**src/rtl/ex_pipe_stage_skid_pkg.sv**
```systemverilog
// ---------------------------------------------------------------------------
// ex_pipe_stage_skid_pkg
// Shared definitions for the EX->MEM pipeline stage with skid buffer:
//   - FSM state encoding (EMPTY / ONE / FULL)
//   - occupancy counter width
//   - helper to turn the two entry valid bits into an entry count
// ---------------------------------------------------------------------------
package ex_pipe_stage_skid_pkg;

   localparam logic [1:0] ST_EMPTY = 2'd0;
   localparam logic [1:0] ST_ONE   = 2'd1;
   localparam logic [1:0] ST_FULL  = 2'd2;

   localparam int unsigned OCC_WIDTH = 2;

   typedef enum logic [1:0] {
      StEmpty = ST_EMPTY,
      StOne   = ST_ONE,
      StFull  = ST_FULL
   } skid_state_e;

   // Number of occupied entries; two 1-bit terms cannot wrap a 2-bit sum.
   function automatic logic [OCC_WIDTH-1:0] occ_count(input logic main_v, input logic skid_v);
      return {1'b0, main_v} + {1'b0, skid_v};
   endfunction

endpackage

```
**src/rtl/ex_pipe_stage_skid_entry.sv**
```systemverilog
// ---------------------------------------------------------------------------
// pipe_entry_reg
// One storage entry of the skid pipeline: NrOfBits payload plus a valid bit.
// Ports:
//   Clock     in   clock, all updates on posedge
//   clear     in   sync clear: data <= ResetValue, valid <= 0 (wins over writes)
//   data_we   in   load data_in into the payload
//   data_in   in   payload to load
//   valid_we  in   load valid_in into the valid bit
//   valid_in  in   valid bit to load
//   data      out  stored payload
//   valid     out  stored valid bit
// Payload and valid have separate write enables so an entry can be
// invalidated without disturbing its payload.
// ---------------------------------------------------------------------------
module pipe_entry_reg
   import ex_pipe_stage_skid_pkg::*;
#(
   parameter int unsigned          NrOfBits   = 32,
   parameter logic [NrOfBits-1:0]  ResetValue = '0
) (
   input  logic                Clock,
   input  logic                clear,
   input  logic                data_we,
   input  logic [NrOfBits-1:0] data_in,
   input  logic                valid_we,
   input  logic                valid_in,
   output logic [NrOfBits-1:0] data,
   output logic                valid
);

   logic [NrOfBits-1:0] data_q;
   logic                valid_q;

   always_ff @(posedge Clock) begin
      if (clear) begin
         data_q  <= ResetValue;
         valid_q <= 1'b0;
      end else begin
         if (data_we) begin
            data_q <= data_in;
         end
         if (valid_we) begin
            valid_q <= valid_in;
         end
      end
   end

   assign data  = data_q;
   assign valid = valid_q;

endmodule

```
**src/rtl/ex_pipe_stage_skid.sv**
```systemverilog
// ---------------------------------------------------------------------------
// ex_pipe_stage_skid
// EX->MEM pipeline register with valid/ready handshake and a 2-entry skid
// buffer (main entry drives the output, skid entry catches the word that
// arrives while the downstream stalls). in_ready is a flop, so there is no
// combinational ready path back to the upstream stage.
// Ports:
//   Clock        in   clock
//   Reset        in   sync active-high reset, highest priority
//   ClockEnable  in   stall control; advance = ClockEnable & Tick
//   Tick         in   global tick qualifier
//   flush        in   sync clear of both entries
//   pre          in   load PresetValue into main entry (valid), drop skid
//   cs           in   1 = output disabled (out_valid=0, out_data=0)
//   in_valid     in   upstream valid
//   in_data      in   upstream payload
//   in_ready     out  registered: skid entry empty
//   out_valid    out  main entry valid and output enabled
//   out_data     out  main payload, 0 when cs=1
//   out_ready    in   downstream accepts
//   occupancy    out  entries held (0..2)
// ---------------------------------------------------------------------------
module ex_pipe_stage_skid
   import ex_pipe_stage_skid_pkg::*;
#(
   parameter int unsigned          NrOfBits    = 32,
   parameter logic [NrOfBits-1:0]  ResetValue  = '0,
   parameter logic [NrOfBits-1:0]  PresetValue = '1
) (
   input  logic                 Clock,
   input  logic                 Reset,
   input  logic                 ClockEnable,
   input  logic                 Tick,
   input  logic                 flush,
   input  logic                 pre,
   input  logic                 cs,
   input  logic                 in_valid,
   input  logic [NrOfBits-1:0]  in_data,
   output logic                 in_ready,
   output logic                 out_valid,
   output logic [NrOfBits-1:0]  out_data,
   input  logic                 out_ready,
   output logic [OCC_WIDTH-1:0] occupancy
);

   skid_state_e state_q, state_d;
   logic        in_ready_q, in_ready_d;

   logic                entry_clear;
   logic                main_data_we, main_valid_we, main_valid_in;
   logic [NrOfBits-1:0] main_data_in;
   logic                skid_data_we, skid_valid_we, skid_valid_in;
   logic [NrOfBits-1:0] main_data, skid_data;
   logic                main_valid, skid_valid;

   logic advance, in_xfer, out_xfer;

   assign advance  = ClockEnable & Tick;
   assign in_xfer  = advance & in_valid & in_ready_q;
   // out_valid already folds in cs, so a disabled output never transfers.
   assign out_xfer = advance & out_valid & out_ready;

   assign entry_clear = Reset | flush;

   always_comb begin
      main_data_we  = 1'b0;
      main_data_in  = in_data;
      main_valid_we = 1'b0;
      main_valid_in = 1'b0;
      skid_data_we  = 1'b0;
      skid_valid_we = 1'b0;
      skid_valid_in = 1'b0;
      state_d       = state_q;
      in_ready_d    = in_ready_q;

      if (Reset || flush) begin
         // Entries are cleared via entry_clear; any transfer is dropped.
         state_d    = StEmpty;
         in_ready_d = 1'b1;
      end else if (pre) begin
         // The incoming word is dropped; an out_xfer this cycle still completes.
         main_data_we  = 1'b1;
         main_data_in  = PresetValue;
         main_valid_we = 1'b1;
         main_valid_in = 1'b1;
         skid_valid_we = 1'b1;
         skid_valid_in = 1'b0;
         state_d       = StOne;
         in_ready_d    = 1'b1;
      end else if (advance) begin
         unique case (state_q)
            StEmpty: begin
               if (in_xfer) begin
                  main_data_we  = 1'b1;
                  main_valid_we = 1'b1;
                  main_valid_in = 1'b1;
                  state_d       = StOne;
               end
            end
            StOne: begin
               if (in_xfer && out_xfer) begin
                  main_data_we = 1'b1;
               end else if (out_xfer) begin
                  main_valid_we = 1'b1;
                  main_valid_in = 1'b0;
                  state_d       = StEmpty;
               end else if (in_xfer) begin
                  skid_data_we  = 1'b1;
                  skid_valid_we = 1'b1;
                  skid_valid_in = 1'b1;
                  state_d       = StFull;
                  in_ready_d    = 1'b0;
               end
            end
            StFull: begin
               // in_ready is low here, so in_xfer cannot occur.
               if (out_xfer) begin
                  main_data_we  = 1'b1;
                  main_data_in  = skid_data;
                  skid_valid_we = 1'b1;
                  skid_valid_in = 1'b0;
                  state_d       = StOne;
                  in_ready_d    = 1'b1;
               end
            end
            default: begin
               state_d    = StEmpty;
               in_ready_d = 1'b1;
            end
         endcase
      end
   end

   always_ff @(posedge Clock) begin
      if (Reset) begin
         state_q    <= StEmpty;
         in_ready_q <= 1'b1;
      end else begin
         state_q    <= state_d;
         in_ready_q <= in_ready_d;
      end
   end

   pipe_entry_reg #(
      .NrOfBits   (NrOfBits),
      .ResetValue (ResetValue)
   ) u_main (
      .Clock    (Clock),
      .clear    (entry_clear),
      .data_we  (main_data_we),
      .data_in  (main_data_in),
      .valid_we (main_valid_we),
      .valid_in (main_valid_in),
      .data     (main_data),
      .valid    (main_valid)
   );

   pipe_entry_reg #(
      .NrOfBits   (NrOfBits),
      .ResetValue (ResetValue)
   ) u_skid (
      .Clock    (Clock),
      .clear    (entry_clear),
      .data_we  (skid_data_we),
      .data_in  (in_data),
      .valid_we (skid_valid_we),
      .valid_in (skid_valid_in),
      .data     (skid_data),
      .valid    (skid_valid)
   );

   assign in_ready  = in_ready_q;
   assign out_valid = main_valid & ~cs;
   assign out_data  = cs ? '0 : main_data;
   assign occupancy = occ_count(main_valid, skid_valid);

endmodule

```
**config.mk**
```make
export PLATFORM = sky130hd
export DESIGN_NAME = ex_pipe_stage_skid
export DESIGN_NICKNAME = d
export VERILOG_FILES = /design/src/rtl/ex_pipe_stage_skid_pkg.sv /design/src/rtl/ex_pipe_stage_skid_entry.sv /design/src/rtl/ex_pipe_stage_skid.sv
export SDC_FILE = /design/constraint.sdc
export NUM_CORES = 1
export LEC_CHECK = 0
export BUFFER_PORTS_ARGS = -buffer_cell sky130_fd_sc_hd__buf_2
export CAP_MARGIN = 25
export CORE_UTILIZATION = 30
export DETAILED_ROUTE_END_ITERATION = 10
export PLACE_DENSITY_LB_ADDON = 0.1
export SLEW_MARGIN = 20
export SYNTH_ARGS = -nofsm -noshare
export SYNTH_HDL_FRONTEND = slang
export SYNTH_SLANG_ARGS = --single-unit
```
**constraint.sdc**
```tcl
create_clock -name Clock -period 2.4 [get_ports Clock]
set_clock_uncertainty 0.15 [all_clocks]
set_input_delay 0.48 -clock Clock [delete_from_list [all_inputs] [get_ports Clock]]
set_output_delay 0.48 -clock Clock [all_outputs]
set_load 0.03 [all_outputs]
```
==> impl_metrics.json, run 1 <==
{
  "synthToLayoutAreaGrowth_pct": 22.7,
  "synthCells": 409,
  "cts_tree": "built",
  "synth_top_family_by_area": "simple AND/OR/NAND/NOR gates",
  "wl_per_cell_um": 14.6,
  "yosysMostFrequentCell": "nand2_1",
  "grt_max_degree": 66,
  "grt_usage": 0.166,
  "die_h_um": 106,
  "async_reset_ff_frac": 0,
  "cts_sinks": 69,
  "slew-limit-headroom": 0.531,
  "synth_edf_count": 0,
  "io_pins": 77,
  "vdd_ir_drop_max_v": 0.000237,
  "antenna_cells": 0,
  "clkSlewWorstSetupHoldPaths_ns": 0.08,
  "wirelength_um": 9000,
  "synthFlopType": "dfxtp_1",
  "drc": 0,
  "layout-drive-gt1-share": 0.246,
  "yosys.area_share.simple": 0.251,
  "die_w_um": 106,
  "worstMarginPinSlew_ns": 0.704,
  "hold_buffers": 0,
  "wl_met1_um": 4370,
  "cp_max_fo": 20,
  "muxShareOfSynthArea": 0,
  "clock_latency_ns": 0.33,
  "yosys_warnings": 0,
  "initial_core_util": 0.312,
  "maxCapViolCount": 0,
  "synthAdderAreaFrac": 0.0192,
  "status": "finished clean",
  "root_buffer": "clkbuf_8",
  "design.core.area_sq_um": 10400,
  "dieArea_sq_um": 11300,
  "synthXorXnorAreaFrac": 0,
  "crit_required_ns": 2.50,
  "wl_met3_um": 407,
  "holdWs_ns": 0.201,
  "cp.arrival_ns": 2.02,
  "start_kind": "flip-flop",
  "ys_ff_latch": 69,
  "critPathKind": "reg -> reg",
  "place_congestion": 0.790,
  "hold_viol": 0,
  "grt_overflow": 0,
  "setup_violations": 0,
  "synth_seq_area_share": 0.425,
  "cp-end-kind": "flip-flop",
  "fin_crit_ns": 1.92,
  "fill_cells": 1129,
  "drv_slew": 0,
  "synth-compound-area-share": 0.243,
  "antenna_left": 0,
  "numCtsBuffers": 9,
  "synth_nets": 455,
  "hpwlAfterDp_um": 5640,
  "post-cts-setup-buffers": 0,
  "cts_buffer_depth": 2,
  "synth_top_area_frac": 0.425,
  "netlist_area_sq_um": 3250,
  "rsz0062_at_grt": "no",
  "fin_tns_setup_ns": 0,
  "fmax_ghz": 0.521,
  "met2_length_um": 4150,
  "viasPerCell": 4.99,
  "io_buffers": 76,
  "first_iter_violations": 118,
  "htree_levels": 3,
  "synthTopCellsByCount": "nand2_1 (102), dfxtp_1 (69), nor2_1 (37)",
  "ys_top_cells_by_area": "dfxtp_1 (42%), nand2_1 (12%), o32ai_1 (8.6%)",
  "min_period_over_period": 0.800,
  "synth_cell_types": 38,
  "power_leakage_nw": 1.66,
  "top_layer_used": "met4",
  "min_path_type": "in -> reg",
  "fin_nets": 520,
  "yosys.area.top_type": "dfxtp_1",
  "first_global_vias": 2926,
  "cts_resized": 0,
  "syn_avg_cell_area_sq_um": 7.95,
  "antenna_found_initial": 0,
  "dr.pass1.iters": 4,
  "vias": 3068,
  "grt_pass1_wl_um": 14700,
  "num_rows": 37,
  "p_per_area_nw_per_um2": 614
}
## final cells by class
class / instances / area [sq um] / share of cell area
Clock buffer: 11 / 141 / 0.0354
Clock inverter: 5 / 58.8 / 0.0147
Inverter: 4 / 15.0 / 0.00376
Multi-Input combinational cell: 302 / 1690 / 0.423
Sequential cell: 69 / 1380 / 0.346
Tap cell: 136 / 170 / 0.0427
Timing Repair Buffer: 88 / 533 / 0.134
## routing by layer
layer	vias to the layer above	track usage
li1	1544	-
met1	1440	0.219
met2	77	0.266
met3	7	0.0349
met4	0	0.0565
met5	-	0
## stage by stage
stage	std cells	setup slack, ns	utilization	area (sq um)	power, mW
6_report	615	0.479	0.383	3990	2.45
4_1_cts	615	0.468	0.383	3990	2.49
5_1_grt	615	0.312	0.383	3990	2.58
3_3_place_gp	599	0.242	0.364	3790	1.50
2_1_floorplan	409	0.397	-	3250	1.38
3_5_place_dp	599	0.225	0.364	3790	1.50
## critical path, stage by stage (launching register included)
cell	delay [ns]
dfxtp_1	0.40
and3b_1	0.38
a31o_2	0.25
buf_4	0.29
a21oi_1	0.07
o32ai_1	0.28
## path summary, 6_finish.rpt
kind | start | endpoint | slack [ns] | cells after the start
worst min-delay path | in_data[19] | u_skid.data[19] | 0.20 | 3
worst max register to register | u_main.valid | u_main.data[31] | 0.48 | 5
worst max-delay path | u_main.valid | u_main.data[31] | 0.48 | 5
worst min register to register | u_skid.data[2] | u_skid.data[2] | 0.30 | 2
## placed cells by master, fill, tap and decap left out, types with 2 or more instances in the layout
cell and instances:
a21oi_1 35, a311o_1 2, buf_12 5, buf_2 76, buf_4 7, clkbuf_8 10
clkinvlp_4 2, dfxtp_1 69, ha_1 5, inv_1 4, nand2_1 102, nand4b_1 2
nor2_1 36, nor2b_1 32, o21ai_0 9, o21ai_1 15, o21ai_2 9, o32ai_1 32
## sequential cells by signal (all words and copies together), names as in the netlist
name          cells
u_main.data      32
u_skid.data      32
state_q           2
in_ready          1
u_main.valid      1
u_skid.valid      1
## logic make-up after synthesis
group                    count (synthesis)
AND/OR/NAND/NOR                        183
AO/OA/AOI/OAI                          114
flip-flops                              69
buffers and inverters                   38
adder cells (fa/ha/maj)                  5
## where the power goes
| group | switching (mW) | internal, mW | total [mW] |
|---|---|---|---|
| registers | 0.0135 | 1.17 | 1.19 |
| clock network | 0.466 | 0.511 | 0.977 |
| logic | 0.180 | 0.107 | 0.288 |
| total | 0.660 | 1.79 | 2.45 |
Note: power is estimated with default switching activity, not from simulation.
==> run 2, diff against run 1 <==
==> constraint.sdc (replaced) <==
create_clock -name Clock -period 1.7 [get_ports Clock]
set_clock_uncertainty 0.15 [all_clocks]
set_input_delay 0.34 -clock Clock [delete_from_list [all_inputs] [get_ports Clock]]
set_output_delay 0.34 -clock Clock [all_outputs]
set_load 0.03 [all_outputs]
==> impl_metrics.json, run 2 (synthesis gave the netlist of run 1 again) <==
{
  "dr.pass1.iters": 4,
  "combinationalPowerShare": 0.144,
  "wl_per_cell_um": 16.0,
  "cts_buffer_depth": 2,
  "p_per_area_nw_per_um2": 756,
  "grt_max_degree": 33,
  "antenna_cells": 0,
  "slowest_stage": "dfxtp_4",
  "num_rows": 37,
  "worstMarginPinSlew_ns": 0.329,
  "design.core.area_sq_um": 10400,
  "clock_latency_ns": 0.35,
  "p_switching_mw": 0.980,
  "cts_sinks": 69,
  "drc": 0,
  "critPathKind": "reg -> reg",
  "violations": "setup timing",
  "vias": 3332,
  "place_congestion": 0.842,
  "final_cell_mix": "nand2_1 (86), buf_2 (75), dfxtp_1 (65), nor2_1 (36), nor2b_1 (32)",
  "synthToLayoutAreaGrowth_pct": 50.5,
  "maxCapViolCount": 0,
  "setup_violations": 45,
  "seqPwrFrac": 0.454,
  "antenna_found_initial": 0,
  "die_w_um": 106,
  "drv_slew": 0,
  "first_iter_violations": 145,
  "cp_max_fo": 18,
  "fin_nets": 563,
  "numCtsBuffers": 9,
  "clkSlewWorstSetupHoldPaths_ns": 0.08,
  "holdWs_ns": 0.0543,
  "final_core_util": 0.470,
  "io_buffers": 76,
  "rsz0062_at_grt": "yes",
  "fmax_ghz": 0.567,
  "hpwlAfterDp_um": 6020,
  "layout-drive-gt1-share": 0.427,
  "dieArea_sq_um": 11300,
  "grt_overflow": 0,
  "power_leakage_nw": 2.08,
  "fin_area_sq_um": 4890,
  "hold_viol": 0,
  "fill_cells": 1073,
  "initial_core_util": 0.312,
  "htree_levels": 3,
  "first_global_vias": 3151,
  "fin_crit_ns": 1.76,
  "cp.arrival_ns": 1.87,
  "cts_tree": "built",
  "cp-end-kind": "flip-flop",
  "vdd_ir_drop_max_v": 0.000451,
  "swShare": 0.265,
  "min_path_type": "in -> reg",
  "root_buffer": "clkbuf_8",
  "path_cells": "clkinvlp_4, ha_4, a31o_4, o21a_4, buf_12, o32ai_2",
  "power.share.clock": 0.403,
  "status": "finished, violations left",
  "cpPeakStageDelay_ns": 0.39,
  "die_h_um": 106,
  "place_area_sq_um": 4000,
  "p_int_mw": 2.72,
  "wirelength_um": 10500,
  "timing.final.ws_setup_ns": -0.0644,
  "antenna_left": 0,
  "grt_usage": 0.185,
  "final_common_cell": "nand2_1",
  "slew-limit-headroom": 0.781,
  "largestRegisters": "u_main.data (32), u_skid.data (32), state_q (2)",
  "grt_pass1_wl_um": 16200,
  "viasPerCell": 5.06,
  "start_kind": "flip-flop",
  "crit_required_ns": 1.80,
  "io_pins": 77,
  "min_period_over_period": 1.04
}
[run 2: cell types whose count changed in the layout (fill, tap and decap cells not counted), sizes merged]
cell,delta
bufinv,+1
clkbuf,+3
inv,-1
clkinv,+1
buf,+39
[run 2: cell type report]
cell class | count | area (sq um) | area share
multi-input cells | 302 | 2010 | 0.411
flip-flops and latches | 69 | 1390 | 0.284
repair buffers | 131 | 1090 | 0.223
well taps | 136 | 170 | 0.0348
clock buffers | 10 | 128 | 0.0261
clock inverters | 6 | 86.3 | 0.0177
inverters | 4 | 18.8 | 0.00384
[run 2: path summary, 6_finish.rpt]
path / from / to / slack (ns) / cells past startpoint
min reg2reg: u_skid.data[8] / u_skid.data[8] / 0.30 / 2
max: state_q[0] / u_main.data[31] / -0.06 / 6
max reg2reg: state_q[0] / u_main.data[31] / -0.06 / 6
min: in_data[26] / u_skid.data[26] / 0.05 / 3
[run 2: timing repair]
action / CTS / global route
buffers inserted: 6 / 5
cloned: 4 / 5
endpoints found under the setup margin: 68 / 68
pin swaps: 27 / 56
gates resized for setup: 33 / 70
hold buffers: 0 / 0
endpoints found under the hold margin: 0 / 0
[run 2: critical path: cells and delay by family, from the launching register on]
| kind | cells | cell delay, ns |
|---|---|---|
| compound gates | 3 | 0.61 |
| flops | 1 | 0.39 |
| buf+inv | 2 | 0.31 |
| fa+ha+maj | 1 | 0.22 |
[run 2: power by group through the flow]
stage	Combinational [mW]	Sequential, mW	Clock, mW
5_1_grt	0.569	1.68	1.59
6_report	0.531	1.68	1.49
3_3_place_gp	0.448	1.71	0
3_5_place_dp	0.451	1.71	0
4_1_cts	0.499	1.68	1.52
2_1_floorplan	0.244	1.71	0
[run 2: through the flow]
stage	std cells	setup WS [ns]	setup TNS [ns]	total power [mW]
finish	658	-0.0644	-1.36	3.70
floorplan	409	-0.0720	-2.16	1.95
global placement	623	-0.220	-12.18	2.16
detailed placement	623	-0.256	-13.76	2.16
CTS	649	-0.0688	-1.53	3.70
global route	658	-0.105	-4.32	3.84
[run 2: layer usage]
| metal | part of all wire | global-route usage | vias to the layer above |
|---|---|---|---|
| met3 | 0.055 | 0.0558 | 11 |
| met4 | 0.010 | 0.0645 | 0 |
| met1 | 0.44 | 0.230 | 1583 |
| li1 | - | - | 1636 |
| met5 | 0 | 0 | - |
| met2 | 0.49 | 0.304 | 102 |
